[config.mk]
export PLATFORM = sky130hd
export DESIGN_NAME = serial_borrow_subtractor
export DESIGN_NICKNAME = d
export VERILOG_FILES = /design/src/rtl/serial_borrow_subtractor.sv
export SDC_FILE = /design/constraint.sdc
export NUM_CORES = 1
export LEC_CHECK = 0
export CORE_MARGIN = 2
export CORE_UTILIZATION = 54
export DETAILED_ROUTE_END_ITERATION = 8
export PLACE_DENSITY = 0.9
export REMOVE_ABC_BUFFERS = 1
export SYNTH_ARGS = -nofsm -noshare
export SYNTH_HDL_FRONTEND = slang
export SYNTH_SLANG_ARGS = --single-unit
[constraint.sdc]
create_clock -name Clk_i -period 9.35 [get_ports Clk_i]
set_input_delay 1.4025 -clock Clk_i [delete_from_list [all_inputs] [get_ports Clk_i]]
set_output_delay 1.4025 -clock Clk_i [all_outputs]
set_load 0.01 [all_outputs]
[src/rtl/serial_borrow_subtractor.sv]
// Multi-cycle ripple-borrow subtractor: Number1 - Number2 - Borrow, CHUNK bits per clock, N+2 cycles per op.
// Optional signed-overflow output is built only when SERIAL_SUB_OVERFLOW_EN is defined.
module serial_borrow_subtractor #(
    parameter int WIDTH = 64,
    parameter int CHUNK = 8
) (
    input  logic             Clk_i,
    input  logic             Rst_i,
    input  logic             Start_i,
    input  logic [WIDTH-1:0] Number1_i,
    input  logic [WIDTH-1:0] Number2_i,
    input  logic             Borrow_i,
    output logic             Busy_o,
    output logic             Done_o,
    output logic [WIDTH-1:0] Result_o,
`ifdef SERIAL_SUB_OVERFLOW_EN
    output logic             Overflow_o,
`endif
    output logic             Borrow_o
);

    localparam int N  = WIDTH / CHUNK;
    localparam int CW = (N > 1) ? $clog2(N) : 1;
    localparam logic [CW-1:0] LAST = CW'(N - 1);

    typedef enum logic [1:0] {IDLE, RUN, DONE} state_t;

    state_t           state_q, state_d;
    logic [CW-1:0]    cnt_q, cnt_d;
    logic [WIDTH-1:0] op1_q, op1_d;
    logic [WIDTH-1:0] op2_q, op2_d;
    logic             brw_q, brw_d;
    logic [WIDTH-1:0] shadow_q, shadow_d;
    logic [WIDTH-1:0] result_q, result_d;
    logic             borrow_q, borrow_d;
    logic             busy_q, busy_d;
    logic             done_q, done_d;
    logic             ovf_q, ovf_d;

    logic [CHUNK-1:0] a_chunk;
    logic [CHUNK-1:0] b_chunk;
    logic [CHUNK:0]   chunk_diff;

    always_comb begin
        state_d  = state_q;
        cnt_d    = cnt_q;
        op1_d    = op1_q;
        op2_d    = op2_q;
        brw_d    = brw_q;
        shadow_d = shadow_q;
        result_d = result_q;
        borrow_d = borrow_q;
        ovf_d    = ovf_q;

        a_chunk = op1_q[cnt_q*CHUNK +: CHUNK];
        b_chunk = op2_q[cnt_q*CHUNK +: CHUNK];
        // The extra top bit goes negative exactly when this chunk needs a borrow.
        chunk_diff = {1'b0, a_chunk} - {1'b0, b_chunk} - {{CHUNK{1'b0}}, brw_q};

        case (state_q)
            IDLE: begin
                if (Start_i) begin
                    op1_d   = Number1_i;
                    op2_d   = Number2_i;
                    brw_d   = Borrow_i;
                    cnt_d   = '0;
                    state_d = RUN;
                end
            end
            RUN: begin
                shadow_d[cnt_q*CHUNK +: CHUNK] = chunk_diff[CHUNK-1:0];
                brw_d = chunk_diff[CHUNK];
                cnt_d = cnt_q + CW'(1);
                if (cnt_q == LAST) begin
                    state_d  = DONE;
                    cnt_d    = '0;
                    result_d = shadow_d;
                    borrow_d = chunk_diff[CHUNK];
                    ovf_d    = (op1_q[WIDTH-1] != op2_q[WIDTH-1]) &&
                               (shadow_d[WIDTH-1] != op1_q[WIDTH-1]);
                end
            end
            DONE: begin
                state_d = IDLE;
            end
            default: begin
                state_d = IDLE;
            end
        endcase

        busy_d = (state_d != IDLE);
        done_d = (state_d == DONE);
    end

    always_ff @(posedge Clk_i or posedge Rst_i) begin
        if (Rst_i) begin
            state_q  <= IDLE;
            cnt_q    <= '0;
            op1_q    <= '0;
            op2_q    <= '0;
            brw_q    <= 1'b0;
            shadow_q <= '0;
            result_q <= '0;
            borrow_q <= 1'b0;
            busy_q   <= 1'b0;
            done_q   <= 1'b0;
            ovf_q    <= 1'b0;
        end else begin
            state_q  <= state_d;
            cnt_q    <= cnt_d;
            op1_q    <= op1_d;
            op2_q    <= op2_d;
            brw_q    <= brw_d;
            shadow_q <= shadow_d;
            result_q <= result_d;
            borrow_q <= borrow_d;
            busy_q   <= busy_d;
            done_q   <= done_d;
            ovf_q    <= ovf_d;
        end
    end

    assign Busy_o   = busy_q;
    assign Done_o   = done_q;
    assign Result_o = result_q;
    assign Borrow_o = borrow_q;
`ifdef SERIAL_SUB_OVERFLOW_EN
    assign Overflow_o = ovf_q;
`else
    logic unused_ovf;
    assign unused_ovf = ovf_q;
`endif

endmodule

Word level (Yosys, flattened, before mapping):

Index checks and enable logic that the tools add are counted.

* shift-type cells: 4
* eq/ne operators: 4
* $add $sub $neg: 4
* reductions and logical operators: 6
* muxes and demuxes: 9

Operator list (number)
* $shiftx 64x7->8: 2
* $bwmux 64: 1
* $shift 8x34->64 const A: 1
* $shiftx 8x34->64: 1
* $neg 6->34: 1
* $sub 8x8->9: 1
* $sub 9x1->9: 1
* $mux 3: 2
* $pmux 3 s2: 1
* $reduce_and 2->1: 3
* $mux 2: 2
* $pmux 2 s2: 1
* $reduce_bool 2->1: 2
* $add 3x1->3 const B: 1
* $eq 3x3->1 const B: 1
* $eq 2x1->1 const B: 1
* $eq 2x2->1 const B: 1
* $logic_not 2->1: 1
* $ne 2x2->1 const B: 1
* $pmux 1 s2: 1
* $mux 1: 1

* register bits after elaboration: 265
* input port bits: 132
* logic and storage cells: 37
* output and inout port bits: 67

Logic depth before layout (Yosys ltp):

Gate-level depths: netlist (run 1).

* word-level depth: 5
* depth in mapped cells: 16
* mapped depth without buffers: 13

Worst setup path before layout (run 1):

Ideal clock, no wire load.

* path type: register to register
* start: register cnt_q[0]
* end: register brw_q
* period minus slack after synthesis: 3.944 ns
* path buffers: 2
* data required time: 9.219 ns
* arrival: 3.813 ns
* slack: 5.406 ns
* setup time: 0.131 ns
* cell stages (with the launch flop): 15
* path through: dfrtp_1 -> buf_2 -> buf_2 -> mux4_2 -> nand2_1 -> nand2_1 -> fa_1 -> fa_1 -> nand2b_1 -> a21oi_1 -> o21bai_1 -> a21oi_1 -> o21ai_0 -> and3_1 -> or3_1

* longest elaborated chain between the ends: 4
* elaborated cells on any way between the ends: 5
* classes of those cells: add/sub: 2; shift: 2; mux: 1

Ends and longest elaborated chain
* from (decl): line 29 `logic [CW-1:0] cnt_q, cnt_d;`
* from (signal assigned): line 110 `cnt_q <= cnt_d;`
* $shiftx 64x7->8 (on tied branches): line 55, 56
* $sub 8x8->9 (*): line 58 `chunk_diff = {1'b0, a_chunk} - {1'b0, b_chunk} - {{CHUNK{1'b0}}, brw_q};`
* $sub 9x1->9 (*): line 58
* $pmux 1 s2 (*): line 60 `case (state_q)`
* to (signal assigned): line 113 `brw_q <= brw_d;`
* to (decl): line 32 `logic brw_q, brw_d;`

Mark *: on every way between the ends. The rest lies on a longest branch, timed or not.
A chain may end at the register's enable or synchronous reset.

Worst setup path after layout (run 1):

* start: register cnt_q[0]
* end: register shadow_q[61]

* longest elaborated chain between the ends: 5
* elaborated cells on any way between the ends: 8
* classes of those cells: add/sub: 3; shift: 4; mux: 1

Ends and longest elaborated chain
* $shiftx 64x7->8 (on tied branches): line 55, 56
* $sub 8x8->9: line 58
* $sub 9x1->9: line 58
* $shiftx 8x34->64: line 71 `shadow_d[cnt_q*CHUNK +: CHUNK] = chunk_diff[CHUNK-1:0];`
* $bwmux 64 (*): line 71
* to (signal assigned): line 114 `shadow_q <= shadow_d;`
* to (decl): line 33 `logic [WIDTH-1:0] shadow_q, shadow_d;`

Marks and branches as above.

==> results.yml, run 1 <==
drt:
  initialDrtViolationCount: 485
  drc: 0
  drt-pass1-iter-count: 5
  wire_per_inst_um: 19.1
  viasPerCell: 5.74
  ant_nets: 0
  routed-via-count: 8557
  drt_wl_total_um: 28500
layout:
  n_antenna_cell: 0
  nets: 1346
  final_common_cell: "dfrtp_1"
  layout_common_cells: "263 x dfrtp_1, 198 x clkdlybuf4s50_1, 150 x nand2_1"
  stdcell_count: 1492
  drive_gt1_frac: 0.201
  area_delta_synth_final_pct: 24.9
worst_setup_path:
  slowest_stage: "xor2_1"
  reg2reg_slack_ps: 4760
  critical_path_arrival_ps: 5030
  crit_fanout: 23
  worstSetupPathType: "flip-flop to flip-flop"
  r2r_end: "shadow_q[61]$_DFFE_PP0P_"
  setup.worst_path.start_class: "flip-flop"
  endpoint: "shadow_q[61]$_DFFE_PP0P_"
  end_kind: "flip-flop"
  max_stage_delay_ps: 890
  path_cells: "buf_4, mux4_2, mux2i_1, ha_1, inv_1, ha_1, or2_2, a21oi_1, a21oi_1, xor2_1, nand2_1, o21ai_1"
  r2r_cells: 12
  crit_start: "cnt_q[0]$_DFFE_PP0P_"
  rr_startpoint: "cnt_q[0]$_DFFE_PP0P_"
  worstPathRequired_ps: 9790
synth:
  synth_cell_type_count: 46
  yosys.area_share.simple: 0.0952
  muxShareOfSynthArea: 0.214
  syn-mean-instance-area_um2: 11.8
  synth-seq-cells: 265
  synth_compound_area_frac: 0.0791
  synthXorXnorAreaFrac: 0.00574
  synth_area_um2: 12000
  ys_warn_count: 0
  synthAdderAreaFrac: 0.0232
  synth_cells: 1019
  synth_seq_area_share: 0.553
  synth_top_family_by_area: "multiplexers"
global_route:
  grt_first_pass_wirelength_um: 46100
  overflow: 0
  grt_max_degree: 114
  grt_pass1_vias: 8922
  antenna_found_initial: 0
  gr-usage-all-layers: 0.245
floorplanning:
  coreArea_um2: 21800
  pin_count: 199
  start_util: 0.549
  die-area_um2: 23400
  fp.dieW_um: 153
  rows: 54
  die_height_um: 153
clocking:
  cts_root_buf: "clkbuf_16"
  cts_tree: "yes"
  cts.sinks: 265
  cts_resized: 0
  clock_latency_ps: 540
  cts_buffer_depth: 3
  cts_setup_buffers: 0
  numCtsBuffers: 27
  clkTransAtPathRegs_ps: 60
  ctsHoldBuffers: 0
  htreeDepth: 1
timing:
  finalHoldViolCount: 0
  finalSetupViolCount: 0
  rsz0062_at_grt: "false"
  drv_slew: 0
  worstMarginPinSlew_ps: 1200
  timing.slew.headroom: 0.201
  min_period_over_period: 0.490
  maxClockFrequency_mhz: 218
  min_period_ps: 4590
  fin_worst_skew_ps: 15.2
worst_hold_path:
  min_path_type: "flip-flop to flip-flop"
placement:
  place_congestion: 0.822
  io_buffers: 198
  post-place-cells: 1444
  hpwlAfterDp_um: 19400
job:
  drv_cap: 0
outcome:
  outcome: "completed"
per-stage QoR:
stage / instance area (um2) / worst slack [ps] / hold WS, ps / setup TNS, ps / utilization
floorplan: 11700 / -2440 / 450 / -313830 / -
CTS: 15000 / 4770 / 483 / 0 / 0.686
finish: 15000 / 4760 / 476 / 0 / 0.686
global placement: 14100 / 5010 / 461 / 0 / 0.647
global route: 15000 / 4520 / 502 / 0 / 0.686
detailed placement: 14100 / 4830 / 470 / 0 / 0.647
metal layers:
metal  part of all wire  routed length [um]  GRT usage  vias up
met5                  0                   0          0        -
met4              0.040                1130     0.0930        0
met3              0.077                2180     0.0593       86
met2               0.50               14300      0.421      365
met1               0.38               10900      0.301     4206
li1                   -                   -          -     3900
cells in the mapped netlist (all sizes together):
cell type | instances | area share
dfrtp | 265 | 0.55
nand2 | 152 | 0.048
mux2 | 143 | 0.14
o21ai | 99 | 0.041
nor2 | 68 | 0.022
a21oi | 59 | 0.025
clkbuf | 42 | 0.013
mux4 | 30 | 0.056
mux2i | 25 | 0.021
buf | 21 | 0.010
ha | 19 | 0.020
inv | 19 | 0.0060
nand3 | 14 | 0.0058
a221oi | 10 | 0.0073
nor3 | 9 | 0.0042
or2 | 6 | 0.0031
and3 | 5 | 0.0026
xor2 | 5 | 0.0043
nand2b | 4 | 0.0021
nand4 | 4 | 0.0021
nor2b | 3 | 0.0016
and2 | 2 | 0.0010
fa | 2 | 0.0033
xnor2 | 2 | 0.0015
a21o | 1 | 0.00063
a22oi | 1 | 0.0010
a2bb2oi | 1 | 0.0013
a31oi | 1 | 0.00052
nor3b | 1 | 0.00063
o2111ai | 1 | 0.00073
o211ai | 1 | 0.0010
o21bai | 1 | 0.00063
or3 | 1 | 0.00052
or3b | 1 | 0.00073
or4 | 1 | 0.00063
worst max-delay path, delay by kind of cell, from the launching register on:
kind / cells / cell delay [ps]
flip-flops: 1 / 840
multiplexers: 2 / 740
AO/OA/AOI/OAI: 3 / 430
adder cells (fa/ha/maj): 2 / 510
AND/OR/NAND/NOR: 2 / 500
XOR/XNOR: 1 / 890
buffers and inverters: 2 / 530
cell families after synthesis:
group           Yosys count
simple gates            271
flops                   265
mux                     198
compound gates          175
buf+inv                  82
fa+ha+maj                21
xor+xnor                  7
how the worst min path moves through the flow:
stage                                   startpoint                       end  slack (ps)  cells past startpoint
after floorplan           shadow_q[13]$_DFFE_PP0P_  shadow_q[13]$_DFFE_PP0P_         450                      2
after global placement    shadow_q[11]$_DFFE_PP0P_  shadow_q[11]$_DFFE_PP0P_         460                      2
after detailed placement   Result_o[4]$_DFFE_PP0P_   Result_o[4]$_DFFE_PP0P_         470                      2
after CTS                  Result_o[4]$_DFFE_PP0P_   Result_o[4]$_DFFE_PP0P_         480                      2
after global routing      shadow_q[28]$_DFFE_PP0P_  shadow_q[28]$_DFFE_PP0P_         500                      2
final                      Result_o[1]$_DFFE_PP0P_   Result_o[1]$_DFFE_PP0P_         480                      2
cell type report:
class                      instances  area (um2)
inverter                          19        78.8
tap                              280         350
clock inverter                    11        86.3
clock buffer                      37         753
fill                            1501        6850
sequential                       265        6630
timing repair buffer             208        2060
multi-input combinational        672        5010
registers in the layout (all words and copies together) (netlist names), 2 cells and up:
register / cells
Result_o: 64
state_q: 2
shadow_q: 64
op1_q: 64
op2_q: 64
cnt_q: 3
Power of run 1 is left out: the tool's default activity adds up to more than one toggle a clock period on the data nets, which glitch-free logic cannot reach.
==> inputs of run 2 (changes only) <==
Clock period 9.35 ns to 4.3 ns, I/O delays scaled along.
==> results.yml, run 2 (synthesis gave the netlist of run 1 again) <==
drt:
  drt-pass1-iter-count: 5
  ant_nets: 0
  initialDrtViolationCount: 460
  wire_per_inst_um: 19.1
  routed-via-count: 8435
  drc: 0
  drt_wl_total_um: 28700
  viasPerCell: 5.62
clocking:
  cts_resized: 0
  cts_tree: "yes"
  ctsHoldBuffers: 0
  cts_setup_buffers: 0
  clkTransAtPathRegs_ps: 60
  htreeDepth: 1
  cts_root_buf: "clkbuf_16"
  cts.sinks: 265
  numCtsBuffers: 27
  cts_buffer_depth: 3
  clock_latency_ps: 530
timing:
  finalHoldViolCount: 0
  min_period_over_period: 0.857
  fin_worst_skew_ps: 12.9
  timing.slew.headroom: 0.357
  finalSetupViolCount: 0
  worst_slack_ps: 613
  min_period_ps: 3690
  maxClockFrequency_mhz: 271
  drv_slew: 0
  worstMarginPinSlew_ps: 965
  rsz0062_at_grt: "false"
floorplanning:
  fp.dieW_um: 153
  pin_count: 199
  die-area_um2: 23400
  die_height_um: 153
  rows: 54
  coreArea_um2: 21800
  start_util: 0.549
layout:
  area_delta_synth_final_pct: 26.1
  drive_gt1_frac: 0.207
  stdcell_count: 1500
  fill_cells: 1515
  design_area_um2: 15100
  seq_area_um2: 6630
  nets: 1354
  multi_input_area_um2: 5010
  postLayoutCoreUtil: 0.693
  n_antenna_cell: 0
  layout_common_cells: "263 x dfrtp_1, 198 x clkdlybuf4s50_1, 150 x nand2_1"
  final_common_cell: "dfrtp_1"
global_route:
  gr-usage-all-layers: 0.253
  overflow: 0
  grt_first_pass_wirelength_um: 47500
  antenna_found_initial: 0
  grt_max_degree: 130
  grt_pass1_vias: 9006
placement:
  post_dp_cell_area_um2: 14200
  dp_slack_ps: 597
  hpwlAfterDp_um: 19500
  io_buffers: 198
  place_congestion: 0.836
  post-place-cells: 1452
worst_setup_path:
  critical_path_arrival_ps: 4100
  setup.worst_path.start_class: "flip-flop"
  r2r_cells: 12
  worstSetupPathType: "flip-flop to flip-flop"
  worstPathRequired_ps: 4710
  crit_fanout: 24
  end_kind: "flip-flop"
worst_hold_path:
  min_path_type: "flip-flop to flip-flop"
  worstHoldPathCells: 2
job:
  drv_cap: 0
outcome:
  outcome: "completed"
[run 2: changes by cell type in the layout (fill, tap and decap cells not counted), sizes merged]
cell    before  now
inv         20   19
clkbuf      37   41
clkinv       8    5
buf         10   18
[run 2: stage by stage]
stage	TNS [ps]	hold WS [ps]
global placement	0	460
CTS	0	483
global route	0	507
floorplan	-1837450	450
detailed placement	0	469
finish	0	478
[run 2: worst paths after layout]
kind / from / to / slack [ps]
worst max-delay path: cnt_q[0]$_DFFE_PP0P_ / brw_q$_DFFE_PP0P_ / 610
worst min-delay path: Result_o[11]$_DFFE_PP0P_ / Result_o[11]$_DFFE_PP0P_ / 480
worst max register to register: cnt_q[0]$_DFFE_PP0P_ / brw_q$_DFFE_PP0P_ / 610
worst min register to register: Result_o[11]$_DFFE_PP0P_ / Result_o[11]$_DFFE_PP0P_ / 480
max in group asynchronous: Rst_i / Result_o[17]$_DFFE_PP0P_ / 2710
min in group asynchronous: Rst_i / op2_q[63]$_DFFE_PP0P_ / 580
[run 2: metal layers]
layer,GRT usage,vias to the layer above,wire length [um]
met4,0.0714,0,809
met1,0.323,4138,11400
li1,-,3913,-
met5,0,-,0
met2,0.439,324,14400
met3,0.0533,60,2100
[run 2: cell type report]
type                            instances  share of cell area
Sequential cell                       265               0.439
Multi-Input combinational cell        672               0.331
Timing Repair Buffer                  216               0.143
Clock buffer                           41              0.0541
Tap cell                              280              0.0232
Inverter                               19             0.00521
Clock inverter                          7             0.00414
[run 2: worst max-delay path, cell delays in order, from the launching register on]
cell      delay [ps]
dfrtp_2          500
buf_12           220
mux4_2           350
mux2i_1          100
fa_1             460
fa_1             440
nand2b_1         160
a21oi_1          230
o21bai_1         100
a21oi_1          230
o21ai_0          200
and3_1           210
or3_1            350
Power of run 2 is left out for the same reason.
==> inputs of run 3 (changes only) <==
Settings changed: PLACE_DENSITY 0.9 to 0.8.
==> results.yml, run 3 (synthesis gave the netlist of run 1 again) <==
floorplanning:
  pin_count: 199
  rows: 54
  die_height_um: 153
  die-area_um2: 23400
  fp.dieW_um: 153
  start_util: 0.549
  coreArea_um2: 21800
worst_setup_path:
  worstSetupPathType: "flip-flop to flip-flop"
  end_kind: "flip-flop"
  worstPathRequired_ps: 4720
  reg2reg_slack_ps: 470
  crit_fanout: 12
  setup.worst_path.start_class: "flip-flop"
  critical_path_arrival_ps: 4250
drt:
  wl_met2_um: 13600
  drt-pass1-iter-count: 5
  drt-met1-wl_um: 11600
  viasPerCell: 5.61
  drt_wl_total_um: 27700
  routed-wl-met3_um: 1810
  routed-via-count: 8411
  wire_per_inst_um: 18.5
  drc: 0
  ant_nets: 0
  highest_layer: "met4"
  initialDrtViolationCount: 514
placement:
  hpwlAfterDp_um: 18900
  io_buffers: 198
  post_dp_cell_area_um2: 14200
  dp_slack_ps: 526
  place_congestion: 0.792
global_route:
  gr-usage-all-layers: 0.241
  overflow: 0
  grt_first_pass_wirelength_um: 45200
  antenna_found_initial: 0
  grt_pass1_vias: 8566
  grt_max_degree: 130
timing:
  rsz0062_at_grt: "false"
  holdWs_ps: 476
  fin_worst_skew_ps: 20.4
  finalSetupViolCount: 0
  timing.slew.headroom: 0.257
  worst_slack_ps: 470
  finalHoldViolCount: 0
  min_period_over_period: 0.891
  drv_slew: 0
  min_period_ps: 3830
  tns_ps: 0
  maxClockFrequency_mhz: 261
  worstMarginPinSlew_ps: 1110
clocking:
  numCtsBuffers: 27
  cts_buffer_depth: 3
  clock_latency_ps: 540
  cts_root_buf: "clkbuf_16"
  clkTransAtPathRegs_ps: 60
  cts_resized: 0
  ctsHoldBuffers: 0
  htreeDepth: 1
  cts_setup_buffers: 0
  cts.sinks: 265
  cts_tree: "yes"
layout:
  seq_area_um2: 6630
  nets: 1354
  layout_common_cells: "263 x dfrtp_1, 198 x clkdlybuf4s50_1, 150 x nand2_1"
  design_area_um2: 15100
  final_common_cell: "dfrtp_1"
  multi_input_area_um2: 5010
  n_antenna_cell: 0
  fill_cells: 1552
  drive_gt1_frac: 0.209
  area_delta_synth_final_pct: 26.3
job:
  drv_cap: 0
outcome:
  outcome: "completed"
worst_hold_path:
  min_path_type: "flip-flop to flip-flop"
## run 3: stage by stage
step | utilization | instances
global route | 0.694 | 1500
global placement | 0.652 | 1452
floorplan | - | 956
CTS | 0.694 | 1500
finish | 0.694 | 1500
detailed placement | 0.652 | 1452
## run 3: worst paths after layout
path	start	end	cells past startpoint
setup / recovery	cnt_q[0]$_DFFE_PP0P_	brw_q$_DFFE_PP0P_	12
hold / removal	Result_o[20]$_DFFE_PP0P_	Result_o[20]$_DFFE_PP0P_	2
setup reg to reg	cnt_q[0]$_DFFE_PP0P_	brw_q$_DFFE_PP0P_	12
hold reg to reg	Result_o[20]$_DFFE_PP0P_	Result_o[20]$_DFFE_PP0P_	2
max in group asynchronous	Rst_i	Result_o[50]$_DFFE_PP0P_	3
min in group asynchronous	Rst_i	Done_o$_DFF_PP0_	2
## run 3: area by class of cell
cell class	count	share of cell area
clock inverters	9	0.00653
multi-input cells	672	0.331
repair buffers	216	0.142
flip-flops and latches	265	0.438
well taps	280	0.0231
inverters	19	0.00521
clock buffers	39	0.0536
## run 3: worst max-delay path, cell delays in order, from the launching register on
cell and delay, ps:
dfrtp_2 630, mux4_2 560, nand2_1 80, nand2_1 60, fa_1 420, fa_1 440, nand2b_1 160, a21oi_1 240
o21bai_1 100, a21oi_1 230, o21ai_0 210, and3_1 230, or3_1 350
## run 3: routing by layer
metal	vias to the layer above	global-route usage
met5	-	0
li1	3927	-
met1	4144	0.328
met3	49	0.0437
met4	0	0.0639
met2	291	0.406
Power of run 3 is left out for the same reason.
